## config.mk

```make
export PLATFORM = sky130hd
export DESIGN_NAME = shift_ctrl_flat
export DESIGN_NICKNAME = d
export VERILOG_FILES = /design/src/rtl/shift_ctrl_if.sv /design/src/rtl/shift_ctrl.sv /design/src/flat_wrapper.sv
export SDC_FILE = /design/constraint.sdc
export NUM_CORES = 1
export LEC_CHECK = 0
export ABC_AREA = 1
export BUFFER_PORTS_ARGS = -buffer_cell sky130_fd_sc_hd__buf_2
export CAP_MARGIN = 20
export CELL_PAD_IN_SITES_DETAIL_PLACEMENT = 2
export CELL_PAD_IN_SITES_GLOBAL_PLACEMENT = 2
export CORE_UTILIZATION = 20
export DETAILED_ROUTE_END_ITERATION = 7
export PLACE_DENSITY_LB_ADDON = 0.1
export REMOVE_ABC_BUFFERS = 1
export SYNTH_ARGS = -nofsm -noshare
export SYNTH_HDL_FRONTEND = slang
export SYNTH_SLANG_ARGS = --single-unit
```

## constraint.sdc

```tcl
create_clock -name clk -period 1.59 [get_ports clk]
set_input_delay 0.0795 -clock clk [delete_from_list [all_inputs] [get_ports clk]]
set_output_delay 0.0795 -clock clk [all_outputs]
set_load 0.02 [all_outputs]
```

## src/rtl/shift_ctrl_if.sv

```systemverilog
// Request/response handshake bundle for the shift controller.
// The master side issues shift requests and consumes results; the slave side is the controller.
interface shift_ctrl_if #(
    parameter int WIDTH = 32
) ();
    localparam int WSHAM = $clog2(WIDTH);

    logic             req_valid;
    logic             req_ready;
    logic [1:0]       req_op;
    logic [WIDTH-1:0] req_val;
    logic [WSHAM-1:0] req_sham;

    logic             resp_valid;
    logic             resp_ready;
    logic [WIDTH-1:0] resp_val;

    modport master (
        output req_valid, req_op, req_val, req_sham, resp_ready,
        input  req_ready, resp_valid, resp_val
    );

    modport slave (
        input  req_valid, req_op, req_val, req_sham, resp_ready,
        output req_ready, resp_valid, resp_val
    );
endinterface

```

## src/rtl/shift_ctrl.sv

```systemverilog
// Shift controller: accepts one shift request at a time, sequences an external
// multicycle shift engine (up to 3 bit positions per cycle), and returns the
// result over a valid/ready response channel. Supports flush and a drain state
// that lets an abandoned engine operation run to completion.
module shift_ctrl #(
    parameter int WIDTH = 32
) (
    input  logic                     clk,
    input  logic                     rst,
    input  logic                     flush,
    shift_ctrl_if.slave              bus,
    output logic [WIDTH-1:0]         eng_val,
    output logic [$clog2(WIDTH)-1:0] eng_sham,
    output logic                     eng_right,
    output logic                     eng_arith,
    output logic                     eng_start,
    input  logic [WIDTH-1:0]         eng_res,
    input  logic                     eng_done
);
    localparam int WSHAM = $clog2(WIDTH);

    typedef enum logic [1:0] {
        IDLE  = 2'd0,
        SHIFT = 2'd1,
        RESP  = 2'd2,
        DRAIN = 2'd3
    } state_t;

    state_t           state;
    logic [WIDTH-1:0] acc;
    logic [WSHAM-1:0] sham_q;
    logic             right_q;
    logic             arith_q;
    logic             accept;

    // A request can only be taken while idle; flush and reset both block it.
    assign bus.req_ready  = (state == IDLE) && !flush && !rst;
    assign accept         = bus.req_valid && bus.req_ready;
    assign bus.resp_valid = (state == RESP);
    assign bus.resp_val   = acc;

    // Engine drive: the launch cycle passes the request straight through,
    // every other cycle feeds back the accumulator with the latched operation.
    always_comb begin
        eng_start = accept;
        if (accept) begin
            eng_val   = bus.req_val;
            eng_sham  = bus.req_sham;
            eng_right = bus.req_op[0];
            eng_arith = bus.req_op[0] & bus.req_op[1];
        end else begin
            eng_val   = acc;
            eng_sham  = sham_q;
            eng_right = right_q;
            eng_arith = arith_q;
        end
    end

    // Control FSM with accumulator; DRAIN keeps the engine running but discards its output.
    always_ff @(posedge clk) begin
        if (rst) begin
            state   <= IDLE;
            acc     <= '0;
            sham_q  <= '0;
            right_q <= 1'b0;
            arith_q <= 1'b0;
        end else begin
            case (state)
                IDLE: begin
                    if (accept) begin
                        right_q <= bus.req_op[0];
                        arith_q <= bus.req_op[0] & bus.req_op[1];
                        sham_q  <= bus.req_sham;
                        acc     <= eng_res;
                        state   <= eng_done ? RESP : SHIFT;
                    end
                end
                SHIFT: begin
                    acc <= eng_res;
                    if (flush) begin
                        state <= eng_done ? IDLE : DRAIN;
                    end else if (eng_done) begin
                        state <= RESP;
                    end
                end
                RESP: begin
                    if (flush || bus.resp_ready) begin
                        state <= IDLE;
                    end
                end
                DRAIN: begin
                    if (eng_done) begin
                        state <= IDLE;
                    end
                end
                default: state <= IDLE;
            endcase
        end
    end
endmodule

```

## src/flat_wrapper.sv

```systemverilog
// flat-port wrapper written by rule: the top's interface ports become plain ports
module shift_ctrl_flat 
#(
    parameter int WIDTH = 32
)
  (clk, rst, flush, eng_val, eng_sham, eng_right, eng_arith, eng_start, eng_res, eng_done, bus_req_valid, bus_req_op, bus_req_val, bus_req_sham, bus_resp_ready, bus_req_ready, bus_resp_valid, bus_resp_val);
  shift_ctrl_if #(.WIDTH(WIDTH)) bus_i ();
  input  logic clk;
  input  logic rst;
  input  logic flush;
  output logic [WIDTH-1:0] eng_val;
  output logic [$clog2(WIDTH)-1:0] eng_sham;
  output logic eng_right;
  output logic eng_arith;
  output logic eng_start;
  input  logic [WIDTH-1:0] eng_res;
  input  logic eng_done;
  input wire logic [$bits(bus_i.req_valid)-1:0] bus_req_valid;
  input wire logic [$bits(bus_i.req_op)-1:0] bus_req_op;
  input wire logic [$bits(bus_i.req_val)-1:0] bus_req_val;
  input wire logic [$bits(bus_i.req_sham)-1:0] bus_req_sham;
  input wire logic [$bits(bus_i.resp_ready)-1:0] bus_resp_ready;
  output wire logic [$bits(bus_i.req_ready)-1:0] bus_req_ready;
  output wire logic [$bits(bus_i.resp_valid)-1:0] bus_resp_valid;
  output wire logic [$bits(bus_i.resp_val)-1:0] bus_resp_val;
  assign bus_i.req_valid = bus_req_valid;
  assign bus_i.req_op = bus_req_op;
  assign bus_i.req_val = bus_req_val;
  assign bus_i.req_sham = bus_req_sham;
  assign bus_i.resp_ready = bus_resp_ready;
  assign bus_req_ready = bus_i.req_ready;
  assign bus_resp_valid = bus_i.resp_valid;
  assign bus_resp_val = bus_i.resp_val;
  shift_ctrl #(.WIDTH(WIDTH)) u_core (.clk(clk), .rst(rst), .flush(flush), .bus(bus_i), .eng_val(eng_val), .eng_sham(eng_sham), .eng_right(eng_right), .eng_arith(eng_arith), .eng_start(eng_start), .eng_res(eng_res), .eng_done(eng_done));
endmodule
```

Yosys cells after proc, flatten, opt, wreduce, memory -nomap -nowiden
Index checks and enable logic that the tools add are counted.
- word-level logic and storage cells: 37
- output and inout bits: 74
- bits in registers: 41
- bitwise operators: 1
- equality and inequality tests: 7
- multiplexer cells: 14
- reductions and logical operators: 10
- operators by type and width (kind ; count):
    2-to-1 mux 32 bit ; 2
    one-hot mux 32 bit (2 select lines) ; 1
    2-to-1 mux 2 bit ; 7
    one-hot mux 2 bit (4 select lines) ; 1
    2-to-1 mux 5 bit ; 1
    equality test 2 bit (second input constant) ; 2
    != test 2 bit (second input constant) ; 2
    AND reduction 4 bit ; 1
    logical AND 1 bit ; 3
    != test 3 bit (second input constant) ; 1
    equality test 2 x 1 -> 1 bit (second input constant) ; 1
    zero test 1 bit ; 2
    zero test 2 bit ; 1
    2-to-1 mux 1 bit ; 2
    != test 2 x 1 -> 1 bit (second input constant) ; 1
    AND reduction 2 bit ; 1
    nonzero test 2 bit ; 1
    AND 1 bit ; 1
    logical OR 1 bit ; 1

Longest topological paths before layout
Gate-level depths: netlist of run 1.
- word-level depth: 6
- mapped depth: 9

Worst setup path before layout of run 1
No wires, ideal clock.
- path type: register to output
- from: reg u_core.state[0]
- to: out eng_val[22]
- slack: 0.279 ns
- cell stages (with the launch flop): 10
- path buffers: 2
- arrival: 1.231 ns
- data required time: 1.510 ns
- cells stage by stage: dfxtp_1 buf_6 inv_4 nand2_4 inv_2 nand3_4 inv_2 buf_2 nand2_1 nand2_1
- longest elaborated chain between the ends: 5
- RTL lines (what ; RTL line ; source):
    from (decl) ; shift_ctrl.sv:29 ; state_t state;
    from (signal assigned) ; shift_ctrl.sv:75 ; state <= eng_done ? RESP : SHIFT;
    from (signal assigned) ; shift_ctrl.sv:81 ; state <= eng_done ? IDLE : DRAIN;
    zero test 2 bit ; shift_ctrl.sv:37 ; assign bus.req_ready = (state == IDLE) && !flush && !rst;
    logical AND 1 bit (2 in series) ; shift_ctrl.sv:37 ;
    logical AND 1 bit ; shift_ctrl.sv:38 ; assign accept = bus.req_valid && bus.req_ready;
    named net eng_start ; flat_wrapper.sv:15 ; output logic eng_start;
    2-to-1 mux 32 bit ; shift_ctrl.sv:46 ; if (accept) begin
    to (decl) ; flat_wrapper.sv:11 ; output logic [WIDTH-1:0] eng_val;
The timed path passes the listed nets, and every way through them passes these cells.

Worst setup path after layout of run 1
- from: reg u_core.state[1]
- to: out eng_val[14]
- longest elaborated chain between the ends: 5
- RTL lines (what ; RTL line):
    zero test 2 bit ; shift_ctrl.sv:37
    logical AND 1 bit (2 in series) ; shift_ctrl.sv:37
    logical AND 1 bit ; shift_ctrl.sv:38
    2-to-1 mux 32 bit ; shift_ctrl.sv:46
No other way between the ends.

==> results_tabular.tex, run 1 <==
\begin{tabular}{lr}
\hline
Metric & Value \\
\hline
\multicolumn{2}{l}{\textbf{Setup path}} \\
\quad Crit-path max FO & 6 \\
\quad Count of buffer and inverter cells on the critical path & 6 \\
\quad Largest stage delay on the critical path & 330 ps \\
\quad Slack of the worst reg-to-reg path & 100 ps \\
\quad Crit Reg-Reg Startpoint & u\_core.state[1]\$\_SDFFE\_PP0P\_ \\
\quad Reg2reg end & u\_core.bus.resp\_val[9]\$\_SDFFE\_PP0P\_ \\
\quad Worst setup path category & reg -> out \\
\quad Element type at the critical path start & register \\
\quad Critical Path RT & 1510 ps \\
\quad Cell family with most CP delay & buffers and inverters \\
\quad Worst endpoint data arrival time & 1570 ps \\
\quad Endpoint type of the worst setup path & output pin \\
\quad Worst path cell trace & inv\_2 -> nand2\_4 -> inv\_4 -> nand3\_4 -> inv\_8 -> buf\_12 -> buf\_12 -> nand2\_2 -> nand2\_2 -> buf\_6 \\
\quad Register-to-Register Path Depth & 10 \\
\quad Cell at the slowest stage of the critical path & sky130\_fd\_sc\_hd\_\_dfxtp\_2 \\
\multicolumn{2}{l}{\textbf{Logic synthesis}} \\
\quad Sequential cell area fraction in the yosys report & 0.370 \\
\quad Cell accounting for the most synthesized area & sky130\_fd\_sc\_hd\_\_dfxtp\_1 \\
\quad Number of distinct library cell variants in the gate-level netlist after synthesis & 23 \\
\quad Total standard cell area after synthesis & 2220 um2 \\
\quad Top area cells in the synthesized netlist & sky130\_fd\_sc\_hd\_\_dfxtp\_1 (37\%), sky130\_fd\_sc\_hd\_\_nand2\_1 (25\%), sky130\_fd\_sc\_hd\_\_nand3\_1 (6.3\%) \\
\quad Post-Synthesis Cells & 334 \\
\quad Total number of yosys warnings & 0 \\
\quad Number of synthesized register bits & 41 \\
\quad Post-Synthesis Mean Instance Area & 6.64 um2 \\
\quad Area fraction of the dominant cell type after synthesis & 0.370 \\
\multicolumn{2}{l}{\textbf{Place}} \\
\quad RePlAce Congestion & 0.729 \\
\quad Final HPWL DP & 6420 um \\
\quad Worst slack after detailed placement & 145 ps \\
\quad Count of port buffers added during placement & 150 \\
\multicolumn{2}{l}{\textbf{Drt}} \\
\quad Number of remaining DRC errors & 0 \\
\quad Vias per Instance & 4.41 \\
\quad Total routed wirelength & 9740 um \\
\quad Vias & 2814 \\
\quad Average wire per standard cell & 15.3 um \\
\quad First-pass detailed-route iteration total & 4 \\
\quad Routed Antenna Nets & 0 \\
\quad Initial DRC Count & 37 \\
\multicolumn{2}{l}{\textbf{Cells and area}} \\
\quad NumNets Final & 574 \\
\quad Share of post-route cells with drive strength above 1 & 0.540 \\
\quad Number of fillers in the final layout & 1283 \\
\quad P\&R area growth vs syn & 77.9\% \\
\quad Number of inserted diodes & 0 \\
\multicolumn{2}{l}{\textbf{Hold path}} \\
\quad Hold Path Cell Cnt & 3 \\
\quad Hold EP & u\_core.bus.resp\_val[25]\$\_SDFFE\_PP0P\_ \\
\quad Source of the worst hold timing path & eng\_res[25] \\
\quad Path class of the lowest-slack min-delay path & in -> reg \\
\multicolumn{2}{l}{\textbf{Timing}} \\
\quad Fin Clk Skew & 3.75 ps \\
\quad Min Tclk post-route & 1650 ps \\
\quad Setup ws final & -62.4 ps \\
\quad Final-report hold violation count & 0 \\
\quad Transition time at the pin with the least slew margin & 532 ps \\
\quad Unrepaired setup endpoints after global routing & true \\
\quad Tightest hold margin & 18.6 ps \\
\quad Max Freq & 605 MHz \\
\quad Worst max-slew margin expressed relative to the limit & 0.645 \\
\quad Portion of the clock cycle consumed by the worst path in the final layout & 1.04 \\
\quad Slew Viols, Final & 0 \\
\quad Number of endpoints failing setup at the final stage & 29 \\
\multicolumn{2}{l}{\textbf{Floorplanning}} \\
\quad Die span in y & 107 um \\
\quad Number of rows in the core area & 38 \\
\quad Area of the core region & 10800 um2 \\
\quad Initial core utilization & 0.205 \\
\quad Die Width & 107 um \\
\quad Die area & 11500 um2 \\
\quad Number of top-level pins & 151 \\
\multicolumn{2}{l}{\textbf{Clock network}} \\
\quad Number of H-tree branching levels & 2 \\
\quad Clock Root Buffer & sky130\_fd\_sc\_hd\_\_clkbuf\_8 \\
\quad Clk\_lat worst skew & 290 ps \\
\quad Maximum number of buffers from clock root to sink & 2 \\
\quad Clock transition at path regs & 90 ps \\
\quad CTS sink count & 41 \\
\quad Clock tree from TritonCTS & yes \\
\quad TritonCTS Buffers & 5 \\
\multicolumn{2}{l}{\textbf{GRT}} \\
\quad Initial antenna violation count & 0 \\
\quad Largest net degree at the start of global routing & 41 \\
\quad Wire length of the first global-routing pass & 14600 um \\
\quad All-Layer GR Usage & 0.163 \\
\quad Vias in the first global route & 2935 \\
\quad Global-route congestion overflow total & 0 \\
\multicolumn{2}{l}{\textbf{Pwr}} \\
\quad VDD IR-drop max & 0.525 mV \\
\quad Overall power & 6370 uW \\
\quad Power density of the placed cells & 1610 nW/um2 \\
\quad Lkg Pwr & 0.00204 uW \\
\multicolumn{2}{l}{\textbf{Run status}} \\
\quad Failing checks & setup timing \\
\quad Status & complete, but fails checks \\
\multicolumn{2}{l}{\textbf{Job}} \\
\quad Max capacitance violation total & 0 \\
\hline
\end{tabular}
## cell usage in the layout, fill, tap and decap left out, drive strengths merged
cell    instances
inv            22
o21ai           7
dfxtp          41
clkbuf          8
bufinv          2
clkinv          1
nor3            1
nand3          39
nand4           1
buf           176
nand2         150
nor2           13
a21oi          36
a211oi          1
## repair_timing
item,4_1_cts,5_1_grt
gates resized for setup,85,56
gates cloned,3,4
pin swaps,4,16
hold buffers,0,0
buffers inserted,8,3
endpoints found under the setup margin,37,66
hold endpoints to repair,0,0
## cell usage after synthesis (all sizes together)
cell type,count
a211oi,1
a21oi,36
buf,19
clkbuf,4
dfxtp,41
inv,22
nand2,150
nand3,39
nand4,1
nor2,13
nor3,1
o21ai,7
## worst max-delay path by stage
stage                     slack [ps]           to  depth (start not counted)                    startpoint
after floorplan                 -480    eng_arith                          7  u_core.state[0]$_SDFFE_PP0P_
after global placement           190  eng_val[23]                          9  u_core.state[1]$_SDFFE_PP0P_
after detailed placement         150   eng_val[2]                          9  u_core.state[1]$_SDFFE_PP0P_
after CTS                        -60  eng_val[13]                          9  u_core.state[1]$_SDFFE_PP0P_
after global routing            -170  eng_val[14]                         10  u_core.state[1]$_SDFFE_PP0P_
final                            -60  eng_val[14]                         10  u_core.state[1]$_SDFFE_PP0P_
## through the flow
step | util | cell area, um2 | instances | TNS, ps
2_1_floorplan | - | 2060 | 311 | -25550
3_3_place_gp | 0.288 | 3130 | 612 | 0
3_5_place_dp | 0.288 | 3130 | 612 | 0
4_1_cts | 0.338 | 3660 | 631 | -1200
5_1_grt | 0.364 | 3950 | 638 | -4540
6_report | 0.364 | 3950 | 638 | -974
## state kept, by name, summed over array words and instances (netlist names)
signal and count:
u_core.bus.resp_val 32, u_core.sham_q 5, u_core.state 2, u_core.arith_q 1, u_core.right_q 1
## cell families (layout without fill, tap and decap cells)
group                  after synthesis  count (layout)  share of synthesized area
DFF                                 41              41                      0.370
and+or+nand+nor                    204             204                      0.405
buffers and inverters               45             209                      0.107
AOI/OAI and AO/OA                   44              44                      0.117
## worst reg2reg max path, cell delays in order (launching register included)
cell	delay, ps
sky130_fd_sc_hd__dfxtp_2	330
sky130_fd_sc_hd__inv_2	70
sky130_fd_sc_hd__nand2_4	60
sky130_fd_sc_hd__inv_4	60
sky130_fd_sc_hd__nand3_4	140
sky130_fd_sc_hd__buf_4	180
sky130_fd_sc_hd__buf_4	140
sky130_fd_sc_hd__nand2_8	100
sky130_fd_sc_hd__buf_12	140
sky130_fd_sc_hd__nand2_1	70
sky130_fd_sc_hd__a21oi_1	140
## power by group
group          total, uW  switching (uW)  internal (uW)
combinational       3860            2190           1670
clock               1010             389            624
sequential          1500             206           1290
total               6370            2790           3580
## metal layers
metal  up-vias  track usage  part of all wire
met5         -            0                 0
met4         0       0.0362            0.0065
met3         5       0.0309             0.052
met2        88        0.300              0.50
met1      1342        0.195              0.44
li1       1379            -                 -
## cell type report
class                      instances  area, um2  area share
inverter                          22       95.1      0.0241
sequential                        41        823       0.209
tap                              140        175      0.0444
timing repair buffer             179       1370       0.346
multi-input combinational        248       1350       0.343
clock inverter                     3       65.1      0.0165
clock buffer                       5       68.8      0.0174
Power figures use the tool's default switching activity.
==> run 2: changes to the inputs <==
--- a/config.mk
+++ b/config.mk
@@ -8,11 +8,9 @@
 export ABC_AREA = 1
 export BUFFER_PORTS_ARGS = -buffer_cell sky130_fd_sc_hd__buf_2
 export CAP_MARGIN = 20
-export CELL_PAD_IN_SITES_DETAIL_PLACEMENT = 2
-export CELL_PAD_IN_SITES_GLOBAL_PLACEMENT = 2
-export CORE_UTILIZATION = 20
+export CORE_UTILIZATION = 42
 export DETAILED_ROUTE_END_ITERATION = 7
-export PLACE_DENSITY_LB_ADDON = 0.1
+export PLACE_DENSITY = 0.81
 export REMOVE_ABC_BUFFERS = 1
 export SYNTH_ARGS = -nofsm -noshare
 export SYNTH_HDL_FRONTEND = slang
==> run 2 against run 1 <==
  * The flow still finishes with violations (setup timing)
  * First-iteration DRC count rose to 2.7 times the previous value
  * Core utilization up 38 points
  * Final cell count shrank 11%
  * Global-route usage up 7.2 points
  * Sequential share of layout area rose by 0.83 points
  * Clock-buffer cell count up 1
  * Clock power decreased by 35%
  * Die area is 52% lower
  * Register-to-register slack got worse by 40 ps
  * Sequential cell count unchanged
  * Clock skew increased by 8.4 ps
  * Critical path type unchanged
  * Largest cell class is now multi-input combinational cells
==> results_tabular.tex, run 2 (synthesized netlist as in run 1, its figures left out) <==
\begin{tabular}{lr}
\hline
Metric & Value \\
\hline
\multicolumn{2}{l}{\textbf{Run status}} \\
\quad Status & complete, but fails checks \\
\quad Failing checks & setup timing \\
\multicolumn{2}{l}{\textbf{Setup path}} \\
\quad Crit-path max FO & 6 \\
\quad Reg2reg end & u\_core.bus.resp\_val[1]\$\_SDFFE\_PP0P\_ \\
\quad Element type at the critical path start & register \\
\quad Worst setup path category & reg -> out \\
\quad Register-to-Register Path Depth & 10 \\
\quad Worst endpoint data arrival time & 1540 ps \\
\quad Slack of the worst reg-to-reg path & 60 ps \\
\quad Crit Reg-Reg Startpoint & u\_core.state[0]\$\_SDFFE\_PP0P\_ \\
\quad Endpoint type of the worst setup path & output pin \\
\quad Critical Path RT & 1510 ps \\
\multicolumn{2}{l}{\textbf{Cells and area}} \\
\quad Most common cell after layout, fill and taps aside & sky130\_fd\_sc\_hd\_\_buf\_2 \\
\quad Number of inserted diodes & 0 \\
\quad Number of fillers in the final layout & 390 \\
\quad NumNets Final & 571 \\
\quad Number of flip-flops under the largest register name & 32 \\
\quad Final Instance Count excl. Fillers & 565 \\
\quad Top library cells by usage in the layout, fill and taps aside & sky130\_fd\_sc\_hd\_\_buf\_2 (117), sky130\_fd\_sc\_hd\_\_nand2\_1 (95), sky130\_fd\_sc\_hd\_\_nand2\_2 (44), sky130\_fd\_sc\_hd\_\_dfxtp\_1 (39), sky130\_fd\_sc\_hd\_\_buf\_6 (34) \\
\quad Share of post-route cells with drive strength above 1 & 0.549 \\
\quad P\&R area growth vs syn & 71.6\% \\
\multicolumn{2}{l}{\textbf{Timing}} \\
\quad Setup ws final & -32.0 ps \\
\quad Max Freq & 617 MHz \\
\quad Slew Viols, Final & 0 \\
\quad Tightest hold margin & 28.4 ps \\
\quad Transition time at the pin with the least slew margin & 265 ps \\
\quad Number of endpoints failing setup at the final stage & 16 \\
\quad Fin Clk Skew & 12.2 ps \\
\quad Worst max-slew margin expressed relative to the limit & 0.823 \\
\quad Unrepaired setup endpoints after global routing & true \\
\quad Min Tclk post-route & 1620 ps \\
\quad Final-report hold violation count & 0 \\
\quad Portion of the clock cycle consumed by the worst path in the final layout & 1.02 \\
\multicolumn{2}{l}{\textbf{Hold path}} \\
\quad Path class of the lowest-slack min-delay path & in -> reg \\
\quad Hold Path Cell Cnt & 3 \\
\quad Source of the worst hold timing path & eng\_res[31] \\
\quad Hold EP & u\_core.bus.resp\_val[31]\$\_SDFFE\_PP0P\_ \\
\multicolumn{2}{l}{\textbf{Floorplanning}} \\
\quad Number of rows in the core area & 26 \\
\quad Number of top-level pins & 151 \\
\quad Initial core utilization & 0.434 \\
\quad Die area & 5570 um2 \\
\quad Area of the core region & 5110 um2 \\
\quad Die span in y & 74.7 um \\
\quad Die Width & 74.7 um \\
\multicolumn{2}{l}{\textbf{Clock network}} \\
\quad Clock tree from TritonCTS & yes \\
\quad Clock Root Buffer & sky130\_fd\_sc\_hd\_\_clkbuf\_8 \\
\quad CTS sink count & 41 \\
\quad Number of H-tree branching levels & 2 \\
\quad Maximum number of buffers from clock root to sink & 2 \\
\quad Clock transition at path regs & 80 ps \\
\quad Hold Buf Count CTS & 0 \\
\quad TritonCTS Buffers & 5 \\
\quad Clk\_lat worst skew & 290 ps \\
\multicolumn{2}{l}{\textbf{Drt}} \\
\quad Number of remaining DRC errors & 0 \\
\quad Total routed wirelength & 7690 um \\
\quad Vias per Instance & 4.97 \\
\quad Average wire per standard cell & 13.6 um \\
\quad First-pass detailed-route iteration total & 4 \\
\quad Routed Antenna Nets & 0 \\
\quad Initial DRC Count & 99 \\
\quad Vias & 2808 \\
\multicolumn{2}{l}{\textbf{Pwr}} \\
\quad VDD IR-drop max & 0.847 mV \\
\quad Lkg Pwr & 0.00198 uW \\
\quad Power density of the placed cells & 1530 nW/um2 \\
\multicolumn{2}{l}{\textbf{GRT}} \\
\quad Initial antenna violation count & 0 \\
\quad Vias in the first global route & 2290 \\
\quad Global-route congestion overflow total & 0 \\
\quad Largest net degree at the start of global routing & 25 \\
\quad Wire length of the first global-routing pass & 10100 um \\
\quad All-Layer GR Usage & 0.235 \\
\multicolumn{2}{l}{\textbf{Place}} \\
\quad Number of cells after detailed placement & 542 \\
\quad RePlAce Congestion & 0.838 \\
\quad Final HPWL DP & 4380 um \\
\quad Count of port buffers added during placement & 150 \\
\multicolumn{2}{l}{\textbf{Job}} \\
\quad Max capacitance violation total & 0 \\
\hline
\end{tabular}
-- run 2: changes by cell type in the layout (fill, tap and decap cells not counted), sizes merged --
| cell | previous run | this run |
|---|---|---|
| buf | 176 | 171 |
| clkinv | 1 | 2 |
| bufbuf | 0 | 2 |
| bufinv | 2 | 0 |
| clkbuf | 8 | 9 |
-- run 2: critical path, stage by stage (launching register included) --
cell,delay (ps)
sky130_fd_sc_hd__dfxtp_2,340
sky130_fd_sc_hd__inv_4,70
sky130_fd_sc_hd__nand2_4,60
sky130_fd_sc_hd__inv_4,50
sky130_fd_sc_hd__nand3_4,130
sky130_fd_sc_hd__buf_12,190
sky130_fd_sc_hd__clkbuf_16,170
sky130_fd_sc_hd__nand2_4,60
sky130_fd_sc_hd__nand2_2,50
sky130_fd_sc_hd__buf_6,120
-- run 2: worst max-delay path by stage --
stage	startpoint	end	slack, ps	depth (start not counted)
3_5_place_dp	u_core.state[1]$_SDFFE_PP0P_	eng_arith	170	9
6_report	u_core.state[0]$_SDFFE_PP0P_	eng_val[26]	-30	9
4_1_cts	u_core.state[1]$_SDFFE_PP0P_	eng_val[11]	-5	9
2_1_floorplan	u_core.state[0]$_SDFFE_PP0P_	eng_arith	-480	7
3_3_place_gp	u_core.state[1]$_SDFFE_PP0P_	eng_arith	220	8
5_1_grt	u_core.state[0]$_SDFFE_PP0P_	eng_val[26]	-90	9
-- run 2: stage by stage --
step                      instance area [um2]  utilization  setup slack [ps]  TNS (ps)  total power (uW)
final                                    3800        0.745             -32.0      -229              5830
after global routing                     3800        0.745             -94.5     -2250              6200
after CTS                                3400        0.665             -4.62     -16.5              5310
after detailed placement                 3000        0.587               169         0              4240
after global placement                   3000        0.587               224         0              4190
after floorplan                          2060            -              -481    -25550              3250
-- run 2: report_power, final --
group          leakage, uW  switching (uW)  internal [uW]
registers         0.000336             249           1290
clock network    0.0000450             349            305
logic              0.00160            2070           1570
-- run 2: area by class of cell --
class / instances / area [um2] / area share
clock buffers: 6 / 72.6 / 0.0191
clock inverters: 2 / 10.0 / 0.00263
inverters: 22 / 95.1 / 0.0250
multi-input cells: 248 / 1370 / 0.359
flip-flops and latches: 41 / 826 / 0.217
well taps: 70 / 87.6 / 0.0230
repair buffers: 176 / 1350 / 0.354
-- run 2: what timing repair did --
item                                    CTS  global route
cloned                                    4             3
buffers inserted                          5             3
endpoints found under the setup margin   40            39
pin swaps                                 3            18
resized for setup                        55           101
-- run 2: metal layers --
layer,GRT usage,wire [um]
met5,0,0
met4,0.0839,46
met3,0.0509,508
met2,0.423,4110
met1,0.274,3020
==> run 3: changes to the inputs <==
--- a/config.mk
+++ b/config.mk
@@ -8,9 +8,9 @@
 export ABC_AREA = 1
 export BUFFER_PORTS_ARGS = -buffer_cell sky130_fd_sc_hd__buf_2
 export CAP_MARGIN = 20
-export CORE_UTILIZATION = 42
+export CORE_UTILIZATION = 45
 export DETAILED_ROUTE_END_ITERATION = 7
-export PLACE_DENSITY = 0.81
+export PLACE_DENSITY = 0.86
 export REMOVE_ABC_BUFFERS = 1
 export SYNTH_ARGS = -nofsm -noshare
 export SYNTH_HDL_FRONTEND = slang
==> constraint.sdc (replaced) <==
create_clock -name clk -period 2 [get_ports clk]
set_input_delay 0.1 -clock clk [delete_from_list [all_inputs] [get_ports clk]]
set_output_delay 0.1 -clock clk [all_outputs]
set_load 0.02 [all_outputs]
==> run 3 against run 2 <==
  * The flow now finishes without violations
  * Clock skew is 7.5 ps lower
  * Via count is 6.9% lower
  * Worst setup slack better by 190 ps
  * Non-clock buffer count is 21 lower
  * Die area is 6.5% lower
  * Critical path depth stayed put
  * Routed wire length is 23% lower
  * Register-to-register slack better by 280 ps
  * Sequential share of layout area is 5.1 points higher
  * Power is 34% lower
==> results_tabular.tex, run 3 (synthesized netlist as in run 1, its figures left out) <==
\begin{tabular}{lr}
\hline
Metric & Value \\
\hline
\multicolumn{2}{l}{\textbf{Hold path}} \\
\quad Hold Path Cell Cnt & 3 \\
\quad Hold EP & u\_core.bus.resp\_val[9]\$\_SDFFE\_PP0P\_ \\
\quad Path class of the lowest-slack min-delay path & in -> reg \\
\quad Source of the worst hold timing path & eng\_res[9] \\
\multicolumn{2}{l}{\textbf{Timing}} \\
\quad Number of endpoints failing setup at the final stage & 0 \\
\quad Transition time at the pin with the least slew margin & 571 ps \\
\quad Fin Clk Skew & 4.65 ps \\
\quad Portion of the clock cycle consumed by the worst path in the final layout & 0.921 \\
\quad Slew Viols, Final & 0 \\
\quad Worst max-slew margin expressed relative to the limit & 0.618 \\
\quad Sum of negative setup slack & 0 ps \\
\quad Min Tclk post-route & 1840 ps \\
\quad Tightest hold margin & 49.6 ps \\
\quad Unrepaired setup endpoints after global routing & false \\
\quad Final-report hold violation count & 0 \\
\quad Max Freq & 543 MHz \\
\multicolumn{2}{l}{\textbf{Clock network}} \\
\quad Clk\_lat worst skew & 290 ps \\
\quad Number of H-tree branching levels & 2 \\
\quad Post-CTS repair timing setup buffer count & 0 \\
\quad Clock Root Buffer & sky130\_fd\_sc\_hd\_\_clkbuf\_8 \\
\quad TritonCTS Buffers & 5 \\
\quad Clock transition at path regs & 80 ps \\
\quad Maximum number of buffers from clock root to sink & 2 \\
\quad CTS sink count & 41 \\
\quad Clock tree from TritonCTS & yes \\
\multicolumn{2}{l}{\textbf{Setup path}} \\
\quad Register-to-Register Path Depth & 7 \\
\quad Reg2reg end & u\_core.bus.resp\_val[18]\$\_SDFFE\_PP0P\_ \\
\quad Crit Reg-Reg Startpoint & u\_core.state[0]\$\_SDFFE\_PP0P\_ \\
\quad Critical Path RT & 1900 ps \\
\quad Element type at the critical path start & register \\
\quad Slack of the worst reg-to-reg path & 340 ps \\
\quad Worst setup path category & reg -> out \\
\quad Endpoint type of the worst setup path & output pin \\
\quad Crit-path max FO & 32 \\
\quad Worst endpoint data arrival time & 1740 ps \\
\multicolumn{2}{l}{\textbf{Pwr}} \\
\quad Lkg Pwr & 0.00173 uW \\
\quad VDD IR-drop max & 0.910 mV \\
\quad Power density of the placed cells & 1250 nW/um2 \\
\multicolumn{2}{l}{\textbf{Drt}} \\
\quad Routed Antenna Nets & 0 \\
\quad Routed met3 length & 483 um \\
\quad Initial DRC Count & 99 \\
\quad First-pass detailed-route iteration total & 4 \\
\quad Met1 Routed Length & 2430 um \\
\quad Average wire per standard cell & 10.9 um \\
\quad Met2 Routed Length & 2910 um \\
\quad Vias per Instance & 4.83 \\
\quad Total routed wirelength & 5880 um \\
\quad Uppermost metal layer occupied by signal nets & met4 \\
\quad Vias & 2613 \\
\quad Number of remaining DRC errors & 0 \\
\multicolumn{2}{l}{\textbf{GRT}} \\
\quad All-Layer GR Usage & 0.213 \\
\quad Largest net degree at the start of global routing & 42 \\
\quad Wire length of the first global-routing pass & 8870 um \\
\quad Initial antenna violation count & 0 \\
\quad Global-route congestion overflow total & 0 \\
\quad Vias in the first global route & 2137 \\
\multicolumn{2}{l}{\textbf{Floorplanning}} \\
\quad Number of top-level pins & 151 \\
\quad Die area & 5210 um2 \\
\quad Number of rows in the core area & 25 \\
\quad Area of the core region & 4720 um2 \\
\quad Die Width & 72.2 um \\
\quad Die span in y & 72.2 um \\
\quad Initial core utilization & 0.469 \\
\multicolumn{2}{l}{\textbf{Cells and area}} \\
\quad Top library cells by usage in the layout, fill and taps aside & sky130\_fd\_sc\_hd\_\_buf\_2 (150), sky130\_fd\_sc\_hd\_\_nand2\_1 (148), sky130\_fd\_sc\_hd\_\_dfxtp\_1 (41), sky130\_fd\_sc\_hd\_\_nand3\_1 (28), sky130\_fd\_sc\_hd\_\_a21oi\_1 (26) \\
\quad Number of inserted diodes & 0 \\
\quad Share of post-route cells with drive strength above 1 & 0.403 \\
\quad NumNets Final & 551 \\
\quad Most common cell after layout, fill and taps aside & sky130\_fd\_sc\_hd\_\_buf\_2 \\
\quad Number of flip-flops under the largest register name & 32 \\
\quad P\&R area growth vs syn & 38.0\% \\
\quad Finished Core Util & 0.648 \\
\multicolumn{2}{l}{\textbf{Run status}} \\
\quad Status & finished clean \\
\multicolumn{2}{l}{\textbf{Place}} \\
\quad Final HPWL DP & 4220 um \\
\quad Count of port buffers added during placement & 150 \\
\quad RePlAce Congestion & 0.957 \\
\multicolumn{2}{l}{\textbf{Job}} \\
\quad Max capacitance violation total & 0 \\
\hline
\end{tabular}
[run 3: cell types whose count changed in the layout (fill, tap and decap cells not counted), sizes merged]
cell | before | now
bufbuf | 2 | 0
clkinvlp | 0 | 1
clkbuf | 9 | 6
nand3 | 39 | 40
buf | 171 | 155
clkinv | 2 | 0
[run 3: repair_timing]
action / CTS / global route
setup endpoints to repair: 0 / 31
resized for setup: 0 / 3
hold buffers: 0 / 0
[run 3: worst max-delay path by stage]
stage / startpoint / to / slack (ps) / depth (start not counted)
after floorplan: u_core.state[0]$_SDFFE_PP0P_ / eng_arith / -90 / 7
after global placement: u_core.state[0]$_SDFFE_PP0P_ / u_core.bus.resp_val[17]$_SDFFE_PP0P_ / 370 / 7
after detailed placement: u_core.state[0]$_SDFFE_PP0P_ / u_core.bus.resp_val[18]$_SDFFE_PP0P_ / 290 / 7
after CTS: u_core.state[0]$_SDFFE_PP0P_ / eng_val[12] / 30 / 8
after global routing: u_core.state[0]$_SDFFE_PP0P_ / eng_arith / 5 / 8
final: u_core.state[0]$_SDFFE_PP0P_ / eng_arith / 160 / 9
[run 3: cell type report]
| class | instances | area [um2] |
|---|---|---|
| Clock buffer | 6 | 82.6 |
| Clock inverter | 1 | 7.51 |
| Fill cell | 426 | 1660 |
| Inverter | 22 | 87.6 |
| Multi-Input combinational cell | 249 | 1170 |
| Sequential cell | 41 | 821 |
| Tap cell | 67 | 83.8 |
| Timing Repair Buffer | 155 | 808 |
[run 3: metrics by stage]
step                      worst slack [ps]  total power (uW)  instances  cell area [um2]
after floorplan                      -91.1              2580        311             2060
after global placement                 366              3230        533             2950
after detailed placement               287              3300        533             2950
after CTS                             29.5              3840        540             3040
after global routing                  5.40              4130        541             3060
final                                  159              3840        541             3060
[run 3: critical path, cell delays in order (launching register included)]
cell and delay [ps]:
sky130_fd_sc_hd__dfxtp_1 400, sky130_fd_sc_hd__inv_4 110, sky130_fd_sc_hd__nand2_4 60, sky130_fd_sc_hd__inv_2 90, sky130_fd_sc_hd__nand3_4 160, sky130_fd_sc_hd__inv_4 130
sky130_fd_sc_hd__buf_12 180, sky130_fd_sc_hd__nand3_1 100, sky130_fd_sc_hd__nand2_1 60, sky130_fd_sc_hd__buf_2 150
[run 3: metal layers]
layer / track usage / vias up
met3: 0.0625 / 9
met5: 0 / -
met1: 0.240 / 1157
met4: 0.0610 / 0
li1: - / 1335
met2: 0.387 / 112
[run 3: power breakdown]
part / total, uW / internal (uW) / switching [uW] / leakage [uW]
Combinational: 2100 / 702 / 1390 / 0.00135
Clock: 543 / 273 / 270 / 0.0000433
Sequential: 1200 / 1020 / 177 / 0.000335
Total: 3840 / 2000 / 1840 / 0.00173
